`src/rtl/uart_rx.sv`:
```
// 8N1 serial receiver: 2-flop resync, falling-edge start detect, mid-bit sampling, one-cycle rx_flag.
// Optional stop-bit check with rx_frame_err output when UART_RX_FRAME_ERR_EN is defined.
module uart_rx #(
  parameter int CLK_DIV  = 5208,
  parameter int HALF_DIV = CLK_DIV / 2
) (
  input  logic       clk,
  input  logic       rst,
  input  logic       rs232_rx,
  output logic [7:0] rx_data,
`ifdef UART_RX_FRAME_ERR_EN
  output logic       rx_frame_err,
`endif
  output logic       rx_flag
);

  localparam int BW = $clog2(CLK_DIV);
  localparam logic [BW-1:0] LAST = BW'(CLK_DIV - 1);
  localparam logic [BW-1:0] HALF = BW'(HALF_DIV);

  typedef enum logic [1:0] {IDLE, START, DATA, STOP} state_t;

  state_t        state_q, state_d;
  logic [BW-1:0] baud_q, baud_d;
  logic [2:0]    bit_q, bit_d;
  logic [7:0]    shreg_q, shreg_d;
  logic [7:0]    data_q, data_d;
  logic          flag_q, flag_d;
  logic          sync1_q, sync2_q, dly_q;
  logic [1:0]    settle_q, settle_d;
  logic          arm_q, arm_d;
  logic          fall;
`ifdef UART_RX_FRAME_ERR_EN
  logic          err_q, err_d;
`endif

  // Synchroniser presets read as idle; the edge detector stays disarmed until a
  // genuinely synchronised high has been seen, so a line held low across reset is not a start.
  always_ff @(posedge clk or posedge rst) begin
    if (rst) begin
      sync1_q  <= 1'b1;
      sync2_q  <= 1'b1;
      dly_q    <= 1'b1;
      settle_q <= '0;
      arm_q    <= 1'b0;
    end else begin
      sync1_q  <= rs232_rx;
      sync2_q  <= sync1_q;
      dly_q    <= sync2_q;
      settle_q <= settle_d;
      arm_q    <= arm_d;
    end
  end

  always_ff @(posedge clk or posedge rst) begin
    if (rst) begin
      state_q <= IDLE;
      baud_q  <= '0;
      bit_q   <= '0;
      shreg_q <= '0;
      data_q  <= '0;
      flag_q  <= 1'b0;
`ifdef UART_RX_FRAME_ERR_EN
      err_q   <= 1'b0;
`endif
    end else begin
      state_q <= state_d;
      baud_q  <= baud_d;
      bit_q   <= bit_d;
      shreg_q <= shreg_d;
      data_q  <= data_d;
      flag_q  <= flag_d;
`ifdef UART_RX_FRAME_ERR_EN
      err_q   <= err_d;
`endif
    end
  end

  always_comb begin
    settle_d = {settle_q[0], 1'b1};
    arm_d    = arm_q | (settle_q[1] & sync2_q);
    fall     = arm_q & ~sync2_q & dly_q;
    state_d  = state_q;
    baud_d   = baud_q;
    bit_d    = bit_q;
    shreg_d  = shreg_q;
    data_d   = data_q;
    flag_d   = 1'b0;
`ifdef UART_RX_FRAME_ERR_EN
    err_d    = 1'b0;
`endif
    case (state_q)
      IDLE: begin
        baud_d = '0;
        if (fall) state_d = START;
      end
      START: begin
        if (baud_q == HALF) begin
          baud_d  = '0;
          bit_d   = '0;
          state_d = sync2_q ? IDLE : DATA;
        end else begin
          baud_d = baud_q + 1'b1;
        end
      end
      DATA: begin
        if (baud_q == LAST) begin
          baud_d          = '0;
          shreg_d[bit_q]  = sync2_q;
          if (bit_q == 3'd7) state_d = STOP;
          else               bit_d   = bit_q + 3'd1;
        end else begin
          baud_d = baud_q + 1'b1;
        end
      end
      STOP: begin
        if (baud_q == LAST) begin
          baud_d  = '0;
          state_d = IDLE;
`ifdef UART_RX_FRAME_ERR_EN
          if (sync2_q) begin
            flag_d = 1'b1;
            data_d = shreg_q;
          end else begin
            err_d  = 1'b1;
          end
`else
          flag_d = 1'b1;
          data_d = shreg_q;
`endif
        end else begin
          baud_d = baud_q + 1'b1;
        end
      end
      default: state_d = IDLE;
    endcase
  end

  assign rx_data = data_q;
  assign rx_flag = flag_q;
`ifdef UART_RX_FRAME_ERR_EN
  assign rx_frame_err = err_q;
`endif

endmodule

```
`config.mk`:
```
export PLATFORM = sky130hd
export DESIGN_NAME = uart_rx
export DESIGN_NICKNAME = d
export VERILOG_FILES = /design/src/rtl/uart_rx.sv
export SDC_FILE = /design/constraint.sdc
export NUM_CORES = 1
export LEC_CHECK = 0
export ABC_AREA = 1
export BUFFER_PORTS_ARGS = -buffer_cell sky130_fd_sc_hd__buf_2
export CAP_MARGIN = 20
export CORE_MARGIN = 3
export CORE_UTILIZATION = 40
export CTS_BUF_LIST = sky130_fd_sc_hd__clkbuf_4 sky130_fd_sc_hd__clkbuf_8 sky130_fd_sc_hd__clkbuf_16
export DETAILED_ROUTE_END_ITERATION = 10
export GPL_TIMING_DRIVEN = 0
export MAX_ROUTING_LAYER = met4
export SLEW_MARGIN = 30
export SYNTH_ARGS = -nofsm -noshare
export SYNTH_HDL_FRONTEND = slang
export SYNTH_SLANG_ARGS = --single-unit
```
`constraint.sdc`:
```
create_clock -name clk -period 2.4 [get_ports clk]
set_input_delay 0.24 -clock clk [delete_from_list [all_inputs] [get_ports clk]]
set_output_delay 0.24 -clock clk [all_outputs]
set_load 0.005 [all_outputs]
```
### After elaboration in Yosys (flattened, before gate mapping)

Index checks and enable logic that the tools add are counted.

* register bits after elaboration: 41
* input port bits: 3
* output and inout port bits: 9
* logic and storage cells: 59

* add/sub/neg operators: 2
* magnitude comparators: 2
* equality and inequality tests: 12
* multiplexer cells: 19
* bitwise logic cells: 5
* reduce and logical (&&, ||, !) cells: 8

Operator list (number)
* $pmux 13 s3: 1
* $mux 13: 2
* $add 13x1->13 const B: 1
* $eq 13x12->1 const B: 1
* $eq 13x13->1 const B: 1
* $mux 2: 6
* $ne 2x2->1 const B: 6
* $mux 3: 3
* $bwmux 8: 1
* $pmux 2 s4: 1
* $pmux 3 s2: 1
* $reduce_and 5->1: 1
* $eq 2x2->1 const B: 2
* $lt 3x4->1 const B: 1
* $reduce_and 2->1: 2
* $reduce_and 4->1: 1
* $add 3x1->3 const B: 1
* $and 1x1->1: 3
* $demux 1 s3: 1
* $eq 3x3->1 const B: 1
* $ge 3x1->1 const B: 1
* $mux 1: 3
* $eq 2x1->1 const B: 1
* $logic_not 2->1: 1
* other kinds (5): 5

### Longest topological paths before layout

Gate-level depths: netlist of run 1.

* word-level depth: 5
* gate-level depth with buffers: 11
* mapped depth without buffers: 11

### Worst setup path after synthesis of run 1

OpenSTA, ideal clock, no wires.

* path kind: reg2reg
* start: register baud_q[0]
* end: register data_q[2] (netlist: rx_data[2])
* setup time: 0.117 ns
* arrival: 1.254 ns
* required time: 2.283 ns
* path slack: 1.029 ns
* stages on the path, launching flop included: 8
* path buffers: 1
* period minus slack after synthesis: 1.371 ns
* cells stage by stage: dfrtp_1 -> ha_1 -> nand2_2 -> nor3_2 -> nand3_2 -> buf_4 -> nand2_1 -> o21ai_2

* longest elaborated chain between the ends: 2

Ends and longest elaborated chain
* start: declaration: line 24 `logic [BW-1:0] baud_q, baud_d;`
* start signal: assignment: line 68 `baud_q <= baud_d;`
* $eq 13x13->1: line 117 `if (baud_q == LAST) begin`
* $reduce_and 2->1 (no source line)
* end signal: assignment: line 71 `data_q <= data_d;`
* end: declaration: line 27 `logic [7:0] data_q, data_d;`

No other way between the ends.
A chain may end at the register's enable or synchronous reset.

### Worst setup path after layout of run 1

* start: register baud_q[1]
* end: register data_q[2] (netlist: rx_data[2])

Same word-level chain as after synthesis.

==> results of run 1 <==
critical path, delay by kind of cell, from the launching register on:
family	cells	cell delay, ns
compound gates	1	0.05
buf+inv	1	0.21
flops	1	0.37
fa+ha+maj	1	0.21
simple gates	4	0.57
report_power, final:
group	switching (mW)	internal, mW	total, mW
Clock	0.239	0.320	0.559
Combinational	0.291	0.134	0.425
Sequential	0.0536	0.740	0.794
Total	0.584	1.19	1.78
through the flow:
stage               hold WS, ns  area (µm²)  utilization [%]  power, mW  setup slack, ns
floorplan                 0.244        2060                -       1.15             1.03
global placement          0.342        2200             45.4       1.23            0.669
detailed placement        0.210        2220             45.8       1.24            0.888
CTS                      0.0380        2340             48.3       1.80            0.878
global route             0.0246        2340             48.3       1.90            0.720
finish                   0.0438        2340             48.3       1.78            0.899
worst max-delay path by stage:
stage	to	slack (ns)	cells past startpoint
global route	flip-flop	0.72	10
global placement	bit_q[2]$_DFFE_PP0P_	0.67	2
floorplan	rx_data[2]$_DFFE_PP0P_	1.03	7
detailed placement	rx_data[2]$_DFFE_PP0P_	0.89	7
CTS	rx_data[2]$_DFFE_PP0P_	0.88	7
finish	rx_data[2]$_DFFE_PP0P_	0.90	7
synth_stat cells, drive strengths merged:
library cell / n
nor2: 28
nand3: 19
nand4: 6
dfstp: 3
clkinv: 2
o21ai: 20
ha: 4
a21o: 1
nand3b: 1
buf: 1
conb: 1
nor3: 8
a21oi: 6
inv: 35
nand2: 72
dfrtp: 38
xor2: 2
cell families after synthesis:
family / after synthesis / synth area share, %
other: 1 / 0.182
adder cells (fa/ha/maj): 4 / 2.43
buffers and inverters: 38 / 7.16
XOR/XNOR: 2 / 0.850
AO/OA/AOI/OAI: 27 / 7.77
AND/OR/NAND/NOR: 134 / 31.7
flip-flops: 41 / 49.9
sequential cells by signal (all words and copies together), names as in the netlist, named ones only:
register and cells:
rx_flag 1, dly_q 1, bit_q 3, state_q 1
sync1_q 1, arm_q 1, sync2_q 1, baud_q 13
settle_q 2, rx_data 8, shreg_q 8
routing by layer:
layer	GRT usage (%)	up-vias	share of wire, %
met5	-	-	0
met4	4.80	0	1.3
met3	4.87	4	4.2
met2	22.9	25	46
met1	17.8	732	49
li1	-	815	-
layout make-up:
| class | instances | area, µm² | area share, % |
|---|---|---|---|
| Buffer | 1 | 7.51 | 0.321 |
| Clock buffer | 6 | 76.3 | 3.26 |
| Clock inverter | 2 | 35.0 | 1.50 |
| Inverter | 37 | 140 | 5.98 |
| Multi-Input combinational cell | 168 | 885 | 37.8 |
| Sequential cell | 41 | 1030 | 44.0 |
| Tap cell | 67 | 83.8 | 3.58 |
| Timing Repair Buffer | 13 | 85.1 | 3.63 |
==> results.yml, run 1 <==
outcome:
  outcome: "finished, final reports clean"
clocking:
  insertion_delay_ns: 0.30
  ctsLongestPathBuffers: 2
  cts_max_level: 2
  ctsResizeCount: 0
  postCtsHoldBufs: 1
  tritoncts: "done"
  clock_sinks: 41
  clkTransAtPathRegs_ns: 0.08
  cts-root-buf: "clkbuf_8"
  post_cts_buffers: 0
  cts_buffers: 5
layout:
  layout-area-overhead-vs-synth_pct: 13.6
  fin_nets: 274
  fin_cells: 335
  most-common-layout-cells: "nand2_1, dfrtp_1, inv_1"
  final_common_cell: "nand2_1"
  nFillCells: 478
  final_layout_size_suffix_gt1_share_pct: 23.1
  diodes: 0
sta:
  finalSetupViolCount: 0
  final_hold_viol_count: 0
  min_period_ns: 1.50
  clock_skew_ns: 0.0101
  fmax_ghz: 0.666
  fin_crit_sh_pct: 62.6
  grt_setup_unrepaired: "false"
  finalSetupTns_ns: 0
  drv_slew: 0
global_routing:
  grt_use_total_pct: 14.6
  grt_pass1_vias: 1517
  grt_max_degree: 29
  overflow: 0
  antenna_found_initial: 0
  grt_pass1_wl_um: 6740
floorplanning:
  core.rowCount: 25
  die_y_um: 77.8
  fp.dieW_um: 77.8
  core_um2: 4850
  num_io_pins: 12
  start_util_pct: 42.5
  die_area_um2: 6050
critical_path:
  worst-endpoint-required_ns: 2.60
  worst_setup_path_start_kind: "flip-flop"
  max_stage_delay_ns: 0.37
  end_kind: "flip-flop"
  rr_endpoint: "rx_data[2]$_DFFE_PP0P_"
  worstReg2RegStart: "baud_q[1]$_DFF_PP0_"
  path_class: "reg2reg"
  cp.arrival_ns: 1.70
  reg2reg_depth: 7
  reg2reg_setup_slack_ns: 0.90
  slowest_stage: "dfrtp_1"
  crit_fanout: 10
  startpoint: "baud_q[1]$_DFF_PP0_"
  path_cells: "ha_1 -> nand2_2 -> nor3_2 -> nand3_2 -> buf_4 -> nand2_1 -> o21ai_2"
routing:
  num_vias: 1576
  wl_per_cell_um: 11.2
  drtAntennaViolNets: 0
  viasPerCell: 4.70
  drt_first_pass_iters: 4
  drt_iter0_drc: 64
  wirelength_um: 3750
  drc: 0
hold_path:
  min_from: "rs232_rx"
  worstHoldPathType: "in2reg"
  min_to: "sync1_q$_DFF_PP1_"
  whs_path_depth: 1
power:
  power.leakage_nw: 1.13
  power_density_nw_per_um2: 759
  peakVddDrop_mv: 0.375
synth:
  synth_top_area_share_pct: 46.1
  seq_area_frac_synth_pct: 49.9
  synth_cell_types: 28
  yosys_warnings: 0
  ys_ff_latch: 41
  synth_area_um2: 2060
  yosys.area.top_type: "dfrtp_1"
  synth_area_leaders: "dfrtp_1, nand2_1, inv_1"
  syn_area_per_cell_um2: 8.35
  syn-num-nets: 254
  syn_inst: 247
placement:
  gp_congestion: 0.853
  dp_hpwl_um: 2810
  portBuffers: 11
  dp_cells: 326
run:
  drv_cap: 0
No activity file was read; power rests on OpenSTA's default activity.
==> run 2: changes to the inputs <==
--- a/config.mk
+++ b/config.mk
@@ -5,7 +5,7 @@
 export SDC_FILE = /design/constraint.sdc
 export NUM_CORES = 1
 export LEC_CHECK = 0
-export ABC_AREA = 1
+export ABC_AREA = 0
 export BUFFER_PORTS_ARGS = -buffer_cell sky130_fd_sc_hd__buf_2
 export CAP_MARGIN = 20
 export CORE_MARGIN = 3
==> constraint.sdc (replaced) <==
create_clock -name clk -period 1.24 [get_ports clk]
set_input_delay 0.124 -clock clk [delete_from_list [all_inputs] [get_ports clk]]
set_output_delay 0.124 -clock clk [all_outputs]
set_load 0.005 [all_outputs]
==> run 2 against run 1 <==
The flow now finishes with violations (setup timing). Power up 82%. Via count down 15%. Non-clock buffer count up 21. Combinational power up 40%. Final cell count down 21%. Synthesized cell count down 34%. Hold slack better by 0.25 ns. Worst setup slack worse by 1.4 ns. Clock skew down 0.0032 ns. Global-route usage down 0.90 points. Sequential share of layout area down 2.8 points. Critical path depth down 2. Critical path type unchanged. Largest power group unchanged.
==> results.yml, run 2 <==
outcome:
  outcome: "finished, violations left"
  violations: "setup timing"
routing:
  drt_iter0_drc: 46
  drt_first_pass_iters: 4
  drtAntennaViolNets: 0
  wirelength_um: 3630
  drc: 0
  wl_per_cell_um: 13.7
  viasPerCell: 5.06
  num_vias: 1340
clocking:
  ctsLongestPathBuffers: 2
  tritoncts: "done"
  clkTransAtPathRegs_ns: 0.08
  cts_max_level: 2
  clock_sinks: 41
  insertion_delay_ns: 0.30
  cts_buffers: 5
  cts-root-buf: "clkbuf_8"
layout:
  final_common_cell: "dfrtp_1"
  finish.utilization_pct: 55.0
  largest_register: "baud_q"
  most-common-layout-cells: "dfrtp_1, nor2_1, buf_4"
  diodes: 0
  fin_nets: 206
  largest_register_ff_count: 13
  layout-area-overhead-vs-synth_pct: 27.5
  final_layout_size_suffix_gt1_share_pct: 43.5
  post-route-cell-area_um2: 2510
sta:
  fmax_ghz: 0.566
  finalSetupTns_ns: -14.65
  slew-limit-headroom_pct: 60.0
  fin_crit_sh_pct: 143
  final.setup.worst_slack_ns: -0.527
  min_period_ns: 1.77
  grt_setup_unrepaired: "true"
  clock_skew_ns: 0.00686
  finalSetupViolCount: 34
  final_hold_viol_count: 0
  tightestPinTransition_ns: 0.600
  drv_slew: 0
critical_path:
  worst_setup_path_start_kind: "flip-flop"
  rr_endpoint: "shreg_q[6]$_DFFE_PP0P_"
  reg2reg_depth: 5
  worst-endpoint-required_ns: 1.43
  cp.arrival_ns: 1.95
  critical_path_buf_inv_count: 1
  worstReg2RegStart: "baud_q[8]$_DFF_PP0_"
  startpoint: "baud_q[8]$_DFF_PP0_"
  end_kind: "flip-flop"
  path_cells: "and4bb_4 -> nand4_4 -> buf_8 -> nor4b_4 -> mux2_4"
  max_stage_delay_ns: 0.45
  slowest_stage: "dfrtp_2"
  path_class: "reg2reg"
  crit_family: "simple AND/OR/NAND/NOR gates"
  crit_fanout: 7
  reg2reg_setup_slack_ns: -0.53
power:
  power_density_nw_per_um2: 1290
  power.leakage_nw: 1.11
  peakVddDrop_mv: 0.783
  p_total_mw: 3.23
floorplanning:
  fp.dieW_um: 76.2
  die_area_um2: 5800
  core_um2: 4560
  die_y_um: 76.2
  num_io_pins: 12
  start_util_pct: 43.2
  core.rowCount: 24
synth:
  seq_area_frac_synth_pct: 52.3
  synth_area_um2: 1970
  syn_area_per_cell_um2: 12.1
  ys_ff_latch: 41
  yosys_warnings: 0
  yosys.area.top_type: "dfrtp_1"
  synth_area_leaders: "dfrtp_1, mux2_2, dfstp_2"
  synth_top_area_share_pct: 48.3
  syn_inst: 163
  yosysMostFrequentCell: "dfrtp_1"
  synth_commonest_cells: "dfrtp_1, nor2_1, mux2_2, nand2_1, inv_1"
  synth_edf_count: 0
  async_reset_ff_share_pct: 100
  syn-num-nets: 170
  synth_ff_type: "dfrtp_1"
  synth_cell_types: 45
global_routing:
  grt_max_degree: 32
  grt_pass1_wl_um: 6150
  antenna_found_initial: 0
  grt_use_total_pct: 13.7
  grt_pass1_vias: 1281
  overflow: 0
placement:
  portBuffers: 11
  gp_congestion: 0.840
  dp_hpwl_um: 2360
  placedInstanceArea_um2: 2140
run:
  drv_cap: 0
hold_path:
  worstHoldPathType: "in2async"
-- run 2: cell types whose count changed after synthesis, sizes merged, moves of 5 or more --
cell / delta
nand3: -14
nand2: -63
xnor2: +6
inv: -27
o21ai: -20
mux2: +16
a21oi: -5
nor2: -12
-- run 2: worst max-delay path by stage --
stage / end / slack [ns] / cells past startpoint
final: shreg_q[6]$_DFFE_PP0P_ / -0.53 / 5
after global routing: shreg_q[6]$_DFFE_PP0P_ / -0.60 / 6
after CTS: shreg_q[6]$_DFFE_PP0P_ / -0.53 / 5
after detailed placement: baud_q[10]$_DFF_PP0_ / -0.66 / 7
after global placement: shreg_q[6]$_DFFE_PP0P_ / -0.63 / 6
after floorplan: shreg_q[2]$_DFFE_PP0P_ / -0.52 / 6
-- run 2: tightest hold or removal path, delay by kind of cell --
| kind | cells | cell delay, ns |
|---|---|---|
| buffers and inverters | 3 | 0.84 |
-- run 2: logic make-up (layout without fill, tap and decap cells) --
family,after synthesis,in the layout,share of synthesized area [%]
other,1,1,0.190
adders and majority gates,4,4,2.54
xor gates and xnor gates,11,11,4.89
AOI/OAI and AO/OA,12,12,4.95
and+or+nand+nor,64,64,22.4
muxes,16,16,9.14
DFF,41,41,52.3
buffers and inverters,14,51,3.68
-- run 2: cell type report --
cell class,count,area (µm²)
fillers,395,2050
flip-flops and latches,41,1030
multi-input cells,108,980
repair buffers,29,219
well taps,65,81.3
clock buffers,6,76.3
plain buffers,6,52.6
clock inverters,2,38.8
inverters,8,30.0
-- run 2: repair_timing --
| action | 4_1_cts | 5_1_grt |
|---|---|---|
| endpoints found under the setup margin | 35 | 35 |
| hold endpoints to repair | 11 | 0 |
| pin swaps | 12 | 4 |
| gates resized for setup | 23 | 10 |
| hold buffers | 2 | 0 |
| buffers inserted | 7 | 7 |
| gates cloned | 1 | 0 |
-- run 2: metrics by stage --
step / hold WS [ns] / worst slack (ns) / cells
final: 0.289 / -0.527 / 265
after floorplan: 0.128 / -0.515 / 163
after detailed placement: 0.0687 / -0.658 / 240
after CTS: 0.288 / -0.531 / 258
after global placement: 0.232 / -0.634 / 239
after global routing: 0.328 / -0.600 / 265
-- run 2: report_power, final --
| part | internal, mW | switching, mW |
|---|---|---|
| Combinational | 0.301 | 0.295 |
| Clock | 0.625 | 0.447 |
| Sequential | 1.44 | 0.121 |
-- run 2: per-layer routing --
layer	GRT usage, %	routed length (µm)	vias to the layer above
met5	-	0	-
met3	3.55	135	10
met2	20.6	1750	21
li1	-	-	648
met4	5.98	100	0
met1	17.7	1640	661
